File: config.mk
export PLATFORM = sky130hd
export DESIGN_NAME = inst_fetch
export DESIGN_NICKNAME = d
export VERILOG_FILES = /design/src/rtl/inst_fetch.sv
export SDC_FILE = /design/constraint.sdc
export NUM_CORES = 1
export LEC_CHECK = 0
export CAP_MARGIN = 20
export CELL_PAD_IN_SITES_DETAIL_PLACEMENT = 0
export CELL_PAD_IN_SITES_GLOBAL_PLACEMENT = 1
export CORE_ASPECT_RATIO = 0.75
export CORE_MARGIN = 1
export CORE_UTILIZATION = 42
export CTS_CLUSTER_DIAMETER = 60
export DETAILED_ROUTE_END_ITERATION = 7
export HOLD_SLACK_MARGIN = 0.06
export PLACE_DENSITY_LB_ADDON = 0.1
export SETUP_SLACK_MARGIN = 0.1
export SLEW_MARGIN = 20
export SYNTH_ARGS = -nofsm -noshare
export SYNTH_HDL_FRONTEND = slang
export SYNTH_SLANG_ARGS = --single-unit
File: constraint.sdc
create_clock -name sys_clk -period 2.4 [get_ports sys_clk]
set_input_delay 0.36 -clock sys_clk [delete_from_list [all_inputs] [get_ports sys_clk]]
set_output_delay 0.36 -clock sys_clk [all_outputs]
set_load 0.02 [all_outputs]
File: src/rtl/inst_fetch.sv
// rtl/inst_fetch.sv - instruction fetch stage with a 2-entry {pc,data} queue toward decode
// Optional issue/stall counters are built when FETCH_PERF_EN is defined.
module inst_fetch #(
  parameter logic [31:0] RESET_PC = 32'h0000_0000
) (
  input  logic        sys_clk,
  input  logic        sys_arstn,
  input  logic        run_en,
  output logic [31:0] imem_addr,
  input  logic [31:0] imem_data,
  input  logic        redirect_valid,
  input  logic [31:0] redirect_pc,
  output logic        inst_valid,
  input  logic        inst_ready,
  output logic [31:0] inst_data,
  output logic [31:0] inst_pc,
  output logic        fetch_fault
`ifdef FETCH_PERF_EN
  ,
  output logic [31:0] perf_issued,
  output logic [31:0] perf_stall
`endif
);
  typedef enum logic {RUN = 1'b0, FAULT = 1'b1} state_t;

  state_t            state_q, state_d;
  logic [31:0]       pc_q, pc_d;
  logic [31:0]       req_pc_q, req_pc_d;
  logic              inflight_q, inflight_d;
  logic [1:0][31:0]  qpc_q, qpc_d;
  logic [1:0][31:0]  qdata_q, qdata_d;
  logic              head_q, head_d;
  logic [1:0]        count_q, count_d;

  logic pop, push, issue, redir_ok, tail;

  assign inst_valid  = (count_q != 2'd0);
  assign imem_addr   = pc_q;
  assign inst_pc     = qpc_q[head_q];
  assign inst_data   = qdata_q[head_q];
  assign fetch_fault = (state_q == FAULT);

  always_comb begin
    pop      = inst_valid & inst_ready;
    redir_ok = redirect_valid & (redirect_pc[1:0] == 2'b00);
    // Credit covers queued entries plus the read still in flight.
    issue    = (state_q == RUN) & run_en & ~redirect_valid &
               (({1'b0, count_q} + {2'b0, inflight_q}) < (3'd2 + {2'b0, pop}));
    push     = inflight_q & ~redirect_valid;
    tail     = head_q ^ count_q[0];

    state_d    = state_q;
    pc_d       = pc_q;
    req_pc_d   = req_pc_q;
    inflight_d = inflight_q;
    qpc_d      = qpc_q;
    qdata_d    = qdata_q;
    head_d     = head_q;
    count_d    = count_q;

    if (redirect_valid) begin
      count_d    = 2'd0;
      inflight_d = 1'b0;
      if (redir_ok) begin
        pc_d = redirect_pc;
      end else begin
        state_d = FAULT;
      end
    end else begin
      inflight_d = issue;
      if (issue) begin
        req_pc_d = pc_q;
        pc_d     = pc_q + 32'd4;
      end
      if (push) begin
        qpc_d[tail]   = req_pc_q;
        qdata_d[tail] = imem_data;
      end
      if (pop) begin
        head_d = ~head_q;
      end
      count_d = count_q + {1'b0, push} - {1'b0, pop};
    end
  end

  always_ff @(posedge sys_clk or negedge sys_arstn) begin
    if (!sys_arstn) begin
      state_q    <= RUN;
      pc_q       <= RESET_PC;
      req_pc_q   <= 32'd0;
      inflight_q <= 1'b0;
      qpc_q      <= '0;
      qdata_q    <= '0;
      head_q     <= 1'b0;
      count_q    <= 2'd0;
    end else begin
      state_q    <= state_d;
      pc_q       <= pc_d;
      req_pc_q   <= req_pc_d;
      inflight_q <= inflight_d;
      qpc_q      <= qpc_d;
      qdata_q    <= qdata_d;
      head_q     <= head_d;
      count_q    <= count_d;
    end
  end

`ifdef FETCH_PERF_EN
  logic [31:0] perf_issued_q, perf_issued_d;
  logic [31:0] perf_stall_q, perf_stall_d;

  always_comb begin
    perf_issued_d = perf_issued_q + {31'd0, issue};
    perf_stall_d  = perf_stall_q + {31'd0, (state_q == RUN) & run_en & ~issue};
    if (redir_ok) begin
      perf_issued_d = 32'd0;
      perf_stall_d  = 32'd0;
    end
  end

  always_ff @(posedge sys_clk or negedge sys_arstn) begin
    if (!sys_arstn) begin
      perf_issued_q <= 32'd0;
      perf_stall_q  <= 32'd0;
    end else begin
      perf_issued_q <= perf_issued_d;
      perf_stall_q  <= perf_stall_d;
    end
  end

  assign perf_issued = perf_issued_q;
  assign perf_stall  = perf_stall_q;
`endif
endmodule

# Word level (Yosys, flattened, before mapping)
# Index checks and enable logic that the tools add are counted.
[word_totals] wordCells=53 inputBits=69 output_inout_bits=98 regBits=197
[classes] addsub=5 reduce_logical=9 order_cmp=4 n_eq_ne=1 muxes=13 bitwise=11
[ops] operator="2-to-1 mux 32 bit" count=8
[ops] operator="bitwise mux 64 bit" count=2
[ops] operator="adder 32 x 3 -> 32 bit, second input constant" count=1
[ops] operator="demux 32 bit (select 1 bit)" count=1
[ops] operator="AND reduction 2 bit" count=5
[ops] operator="AND 1 bit" count=6
[ops] operator="< comparator 1 x 2 -> 1 bit, second input constant" count=2
[ops] operator="NOT 1 bit" count=4
[ops] operator="nonzero test 2 bit" count=2
[ops] operator="adder 2 x 1 -> 3 bit" count=1
[ops] operator="adder 2 x 1 -> 3 bit, first input constant" count=1
[ops] operator="< comparator 3 bit" count=1
[ops] operator="adder 2 x 1 -> 2 bit" count=1
[ops] operator="zero test 2 bit" count=1
[ops] operator="2-to-1 mux 2 bit" count=1
[ops] operator="!= test 2 x 1 -> 1 bit, second input constant" count=1
[ops] operator="subtractor 2 x 1 -> 2 bit" count=1
[ops] operator="greater-or-equal comparator 1 bit, second input constant" count=1
[ops] operator="logical AND 1 bit" count=1
[ops] operator="2-to-1 mux 1 bit" count=1
[ops] operator="XOR 1 bit" count=1

# Longest topological paths before layout
[depth] ltp_word=7 mapped_depth=9

# Worst setup path before layout
# Ideal clock, no wire load.
[synth_timing] path_type="register to register" startpoint="register count_q[0]" endpoint="register pc_q[30] (netlist: imem_addr[30])" n_path_buf=1 setup_time_ps=120 t_arrival_ps=1913 slack_ps=367 path_stages_with_launch=9 t_required_ps=2280 period_less_slack_ps=2033 cell_sequence="dfrtp_1 > ha_1 > ha_1 > nor4b_4 > nand2_4 > inv_2 > buf_6 > o2111ai_1 > o211a_1"
[synth_via] elab_chain_len=7 elab_cells_between_ends=8 classes_between="2 x add/sub; 1 x order compare; 2 x bitwise; 3 x reduce/logical"
[synth_rtl] item="from (decl)" line="33" rtl="logic [1:0] count_q, count_d;"
[synth_rtl] item="from (signal assigned)" line="104" rtl="count_q <= count_d;"
[synth_rtl] item="nonzero test 2 bit" line="37" rtl="assign inst_valid = (count_q != 2'd0);"
[synth_rtl] item="AND 1 bit" line="44" rtl="pop = inst_valid & inst_ready;"
[synth_rtl] item="adder 2 x 1 -> 3 bit" line="48" rtl="(({1'b0, count_q} + {2'b0, inflight_q}) < (3'd2 + {2'b0, pop}));"
[synth_rtl] item="< comparator 3 bit (*)" line="48"
[synth_rtl] item="AND 1 bit (*)" line="47" rtl="issue = (state_q == RUN) & run_en & ~redirect_valid &"
[synth_rtl] item="nonzero test 2 bit (no source line) (*)"
[synth_rtl] item="AND reduction 2 bit (no source line) (*)"
[synth_rtl] item="to (signal assigned)" line="98" rtl="pc_q <= pc_d;"
[synth_rtl] item="to (decl)" line="27" rtl="logic [31:0] pc_q, pc_d;"
# Mark *: on every way between the ends. The rest lies on a longest branch, timed or not.
# A chain may end at the register's enable or synchronous reset.

# Worst setup path in the final report
[layout_timing] startpoint="register head_q" endpoint="output port inst_pc[18]"
[layout_via] elab_chain_len=2
[layout_rtl] item="from (decl)" line="32" rtl="logic head_q, head_d;"
[layout_rtl] item="from (signal assigned)" line="94" rtl="head_q <= 1'b0;"
[layout_rtl] item="from (signal assigned)" line="103" rtl="head_q <= head_d;"
[layout_rtl] item="2-to-1 mux 32 bit (not written as such) (2 in a row)" line="39" rtl="assign inst_pc = qpc_q[head_q];"
[layout_rtl] item="to (decl)" line="16" rtl="output logic [31:0] inst_pc,"
# Every way passes these cells. The select of a mux whose other input is x is not followed.

==> impl_summary.log <==
[metrics] WL/cell: between 15 and 20 µm
[metrics] share of synthesized flip-flops with an asynchronous set or reset: 1.00
[metrics] Core Box Area: about 21000 µm²
[metrics] total routing resource utilization after global routing: 0.213
[metrics] final setup vio count: 0
[metrics] global routing usage on met1: 0.310
[metrics] sort of element at the end of the critical path: output pin
[metrics] I/O pin cnt: approximately 170
[metrics] result of the run: finished clean
[metrics] gr busiest metal: met2
[metrics] wire length of the first global-routing pass: 36.3 mm
[metrics] number of input and output port buffers inserted: between 150 and 200
[metrics] cell with the most instances after synthesis: dfrtp_1
[metrics] detailed placer's ending HPWL: 15.9 mm
[metrics] antenna violations before repair: 0
[metrics] Clock transition at path regs: around 0.070 ns
[metrics] initial standard-cell utilization of the core: 0.430
[metrics] Hold Path Class: in2reg
[metrics] Setup CP Type: reg2out
[metrics] biggest cell delay along the critical path: between 0.4 and 0.5 ns
[metrics] reported max-cap violation count: 0
[metrics] global routing usage on met2: 0.328
[metrics] number of antenna-violating nets in the routed design: 0
[metrics] post-synthesis instance area: between 9000 and 10000 µm²
[metrics] critical path data arrival time: roughly 1.9 ns
[metrics] total negative slack: 0 ns
[metrics] static leakage power: between 5 and 6 nW
[metrics] ratio of total power to cell area: roughly 690 nW/µm²
[metrics] area growth from synthesis to final layout: 29.1%
[metrics] number of filler cells placed in the layout: between 1500 and 2000
[metrics] post-route total power: ~8 mW
[metrics] slowest stage cell, crit path: dfrtp_2
[metrics] total via count in the routed design: between 6000 and 7000
[metrics] number of failing hold endpoints at the final stage: 0
[metrics] flop and latch count out of synthesis: a little under 200
[metrics] # DRC: 0
[metrics] final setup margin: 0.150 ns
[metrics] number of synthesized flops with an enable pin: 0
[metrics] highest clock rate: about 0.44 GHz
[metrics] largest voltage drop on the vdd net: ~0.48 mV
[metrics] Synth area leader: dfrtp_1
[metrics] cell count after placement: 1184
[metrics] met3 Resource Use GR: 0.0409
[metrics] standard-cell row count: 46
[metrics] number of pins with negative max-slew slack in the final report: 0
[metrics] Synth Area per Inst: between 10 and 15 µm²
[metrics] top-area cell type share of the netlist area: 0.540
[metrics] count of buffering cells on the critical path with inverters included: 2
[metrics] starting DRC count in detailed routing: roughly 350
[metrics] number of buffers on the longest clock path: 2
[metrics] maximum net fanout on the critical path: ~50
[metrics] cell breakdown of the critical path: buf_12, mux2_2, dlygate4sd2_1
[metrics] routability cong.: just under 0.9
[metrics] primary flip-flop cell chosen by synthesis mapping: dfrtp_1
[metrics] transition time at the pin with the least slew margin: 0.664 ns
[metrics] clock tree from TritonCTS: done
[metrics] die height: 130 µm
[metrics] top cells by area, synth: dfrtp_1 (54%), mux2_2 (24%), nand2_1 (3.9%)
[metrics] post-layout instance count excluding filler cells: ~1200
[metrics] iteration count of the initial detailed-routing pass: 5
[metrics] number of antenna diodes: 0
[metrics] Tcrit/Tclk final: 0.938
[metrics] Max H-tree Level: 4
[metrics] crit path launch type: register
[metrics] Synth Net Count: 817
[metrics] Die Wd: between 150 and 200 µm
[metrics] skew final: between 0.01 and 0.015 ns
[metrics] later-pin clock latency in the skew report: 0.43 ns
[metrics] distinct cell type count after synthesis: 63
[metrics] Cells after Synth: about 740
[metrics] fin crit period: roughly 2.3 ns
[metrics] Die Area: 22400 µm²
[metrics] unrepaired setup endpoints after global routing: false
[metrics] required time at the worst-slack endpoint: between 2 and 2.5 ns
[metrics] ratio of cells with drive above 1 in the final layout: 0.302
[metrics] sum of routed wire length over all layers: approximately 23 mm
[metrics] most instantiated cells after synthesis: dfrtp_1 (197), mux2_2 (192), nand2_1 (95)
[metrics] clock root buffer: clkbuf_16
[metrics] post-DR vias/cell: approximately 5.3
[metrics] largest net degree at the start of global routing: 69
[metrics] total number of nets in the final design: between 900 and 1000
[metrics] sequential cell area fraction in the yosys report: 0.540
[metrics] clock tree sinks: about 200
[metrics] Crit path max-delay family: buffers and inverters
[metrics] relative slew slack: 0.556
[metrics] Synthesis Warnings: 0
[metrics] Setup Slack @ Placement: -0.0404 ns
[metrics] vias in the first global route: about 6600
[metrics] residual overflow from global routing: 0
[metrics] number of buffers inserted during clock tree synthesis: 17
layer usage:
layer | wire length (µm) | vias up
met5 | 0 | -
met4 | 287 | 0
met3 | 1030 | 24
met2 | 10400 | 170
met1 | 11000 | 3298
li1 | - | 3011
area by class of cell:
class | count | area [µm²] | share of cell area
clock buffer | 18 | 429 | 0.0364
clock inverter | 14 | 165 | 0.0140
inverter | 6 | 22.5 | 0.00191
multi-input combinational | 496 | 3980 | 0.337
sequential | 197 | 4930 | 0.418
tap | 288 | 360 | 0.0305
timing repair buffer | 199 | 1910 | 0.162
through the flow:
step | instance area [µm²] | util | hold slack, ns
6_report | 11800 | 0.555 | 0.279
5_1_grt | 11800 | 0.555 | 0.284
4_1_cts | 11800 | 0.554 | 0.264
3_5_place_dp | 11200 | 0.529 | 0.412
3_3_place_gp | 11200 | 0.529 | 0.408
2_1_floorplan | 9140 | - | 0.0644
flip-flops by register name, summed over array words and instances, names as in the netlist:
| register | count |
|---|---|
| qpc_q | 64 |
| inflight_q | 1 |
| head_q | 1 |
| count_q | 2 |
| fetch_fault | 1 |
| imem_addr | 32 |
| qdata_q | 64 |
| req_pc_q | 32 |
cell families (layout without fill, tap and decap cells):
logic type,after synthesis,after routing,share of synthesized area
adder cells (fa/ha/maj),4,4,0.00548
flip-flops,197,197,0.540
AND/OR/NAND/NOR,205,205,0.116
buffers and inverters,51,237,0.0284
XOR/XNOR,4,4,0.00384
AO/OA/AOI/OAI,84,84,0.0626
multiplexers,199,199,0.244
cells in the final DEF, fill, tap and decap left out, drive strengths merged, types with 6 or more instances in the layout:
master         netlist  final
nand4                7      7
clkbuf              15     19
nor3                 8      8
a22oi                6      6
dlygate4sd2          0     61
nand3               15     15
inv                  6     11
clkdlybuf4s50        0    100
nor2                30     30
a21oi               18     18
and3                 9      9
mux2               192    192
nand2b               8      8
mux2i                7      7
o22ai                7      7
clkinv               0      6
dfrtp              197    197
nor4                11     11
buf                 30     33
o21ai               21     21
nand2               97     97
final timing paths:
| check | from | endpoint | slack, ns | depth (start not counted) |
|---|---|---|---|---|
| min in group asynchronous | sys_arstn | imem_addr[2] | 0.49 | 2 |
| hold reg to reg | imem_addr[1] | req_pc_q[1] | 0.50 | 2 |
| max in group asynchronous | sys_arstn | qpc_q[47] | 1.19 | 3 |
| hold / removal | redirect_valid | count_q[1] | 0.28 | 2 |
| setup reg to reg | imem_addr[3] | imem_addr[30] | 0.25 | 5 |
| setup / recovery | head_q | inst_pc[18] | 0.15 | 3 |
power by group:
part           internal (mW)  leakage [nW]  switching [mW]  total, mW
combinational          0.742          2.91           0.797       1.54
sequential              3.50          2.67           0.208       3.71
clock                   1.48         0.284            1.38       2.86
total                   5.73          5.86            2.38       8.11
timing repair:
item / CTS / global route
endpoints found under the setup margin: 66 / 12
pin swaps: 0 / 1
setup buffers: 0 / 1
hold buffers: 1 / 0
resized for setup: 64 / 5
hold endpoints to repair: 63 / 0
Note: power is estimated with default switching activity, not from simulation.
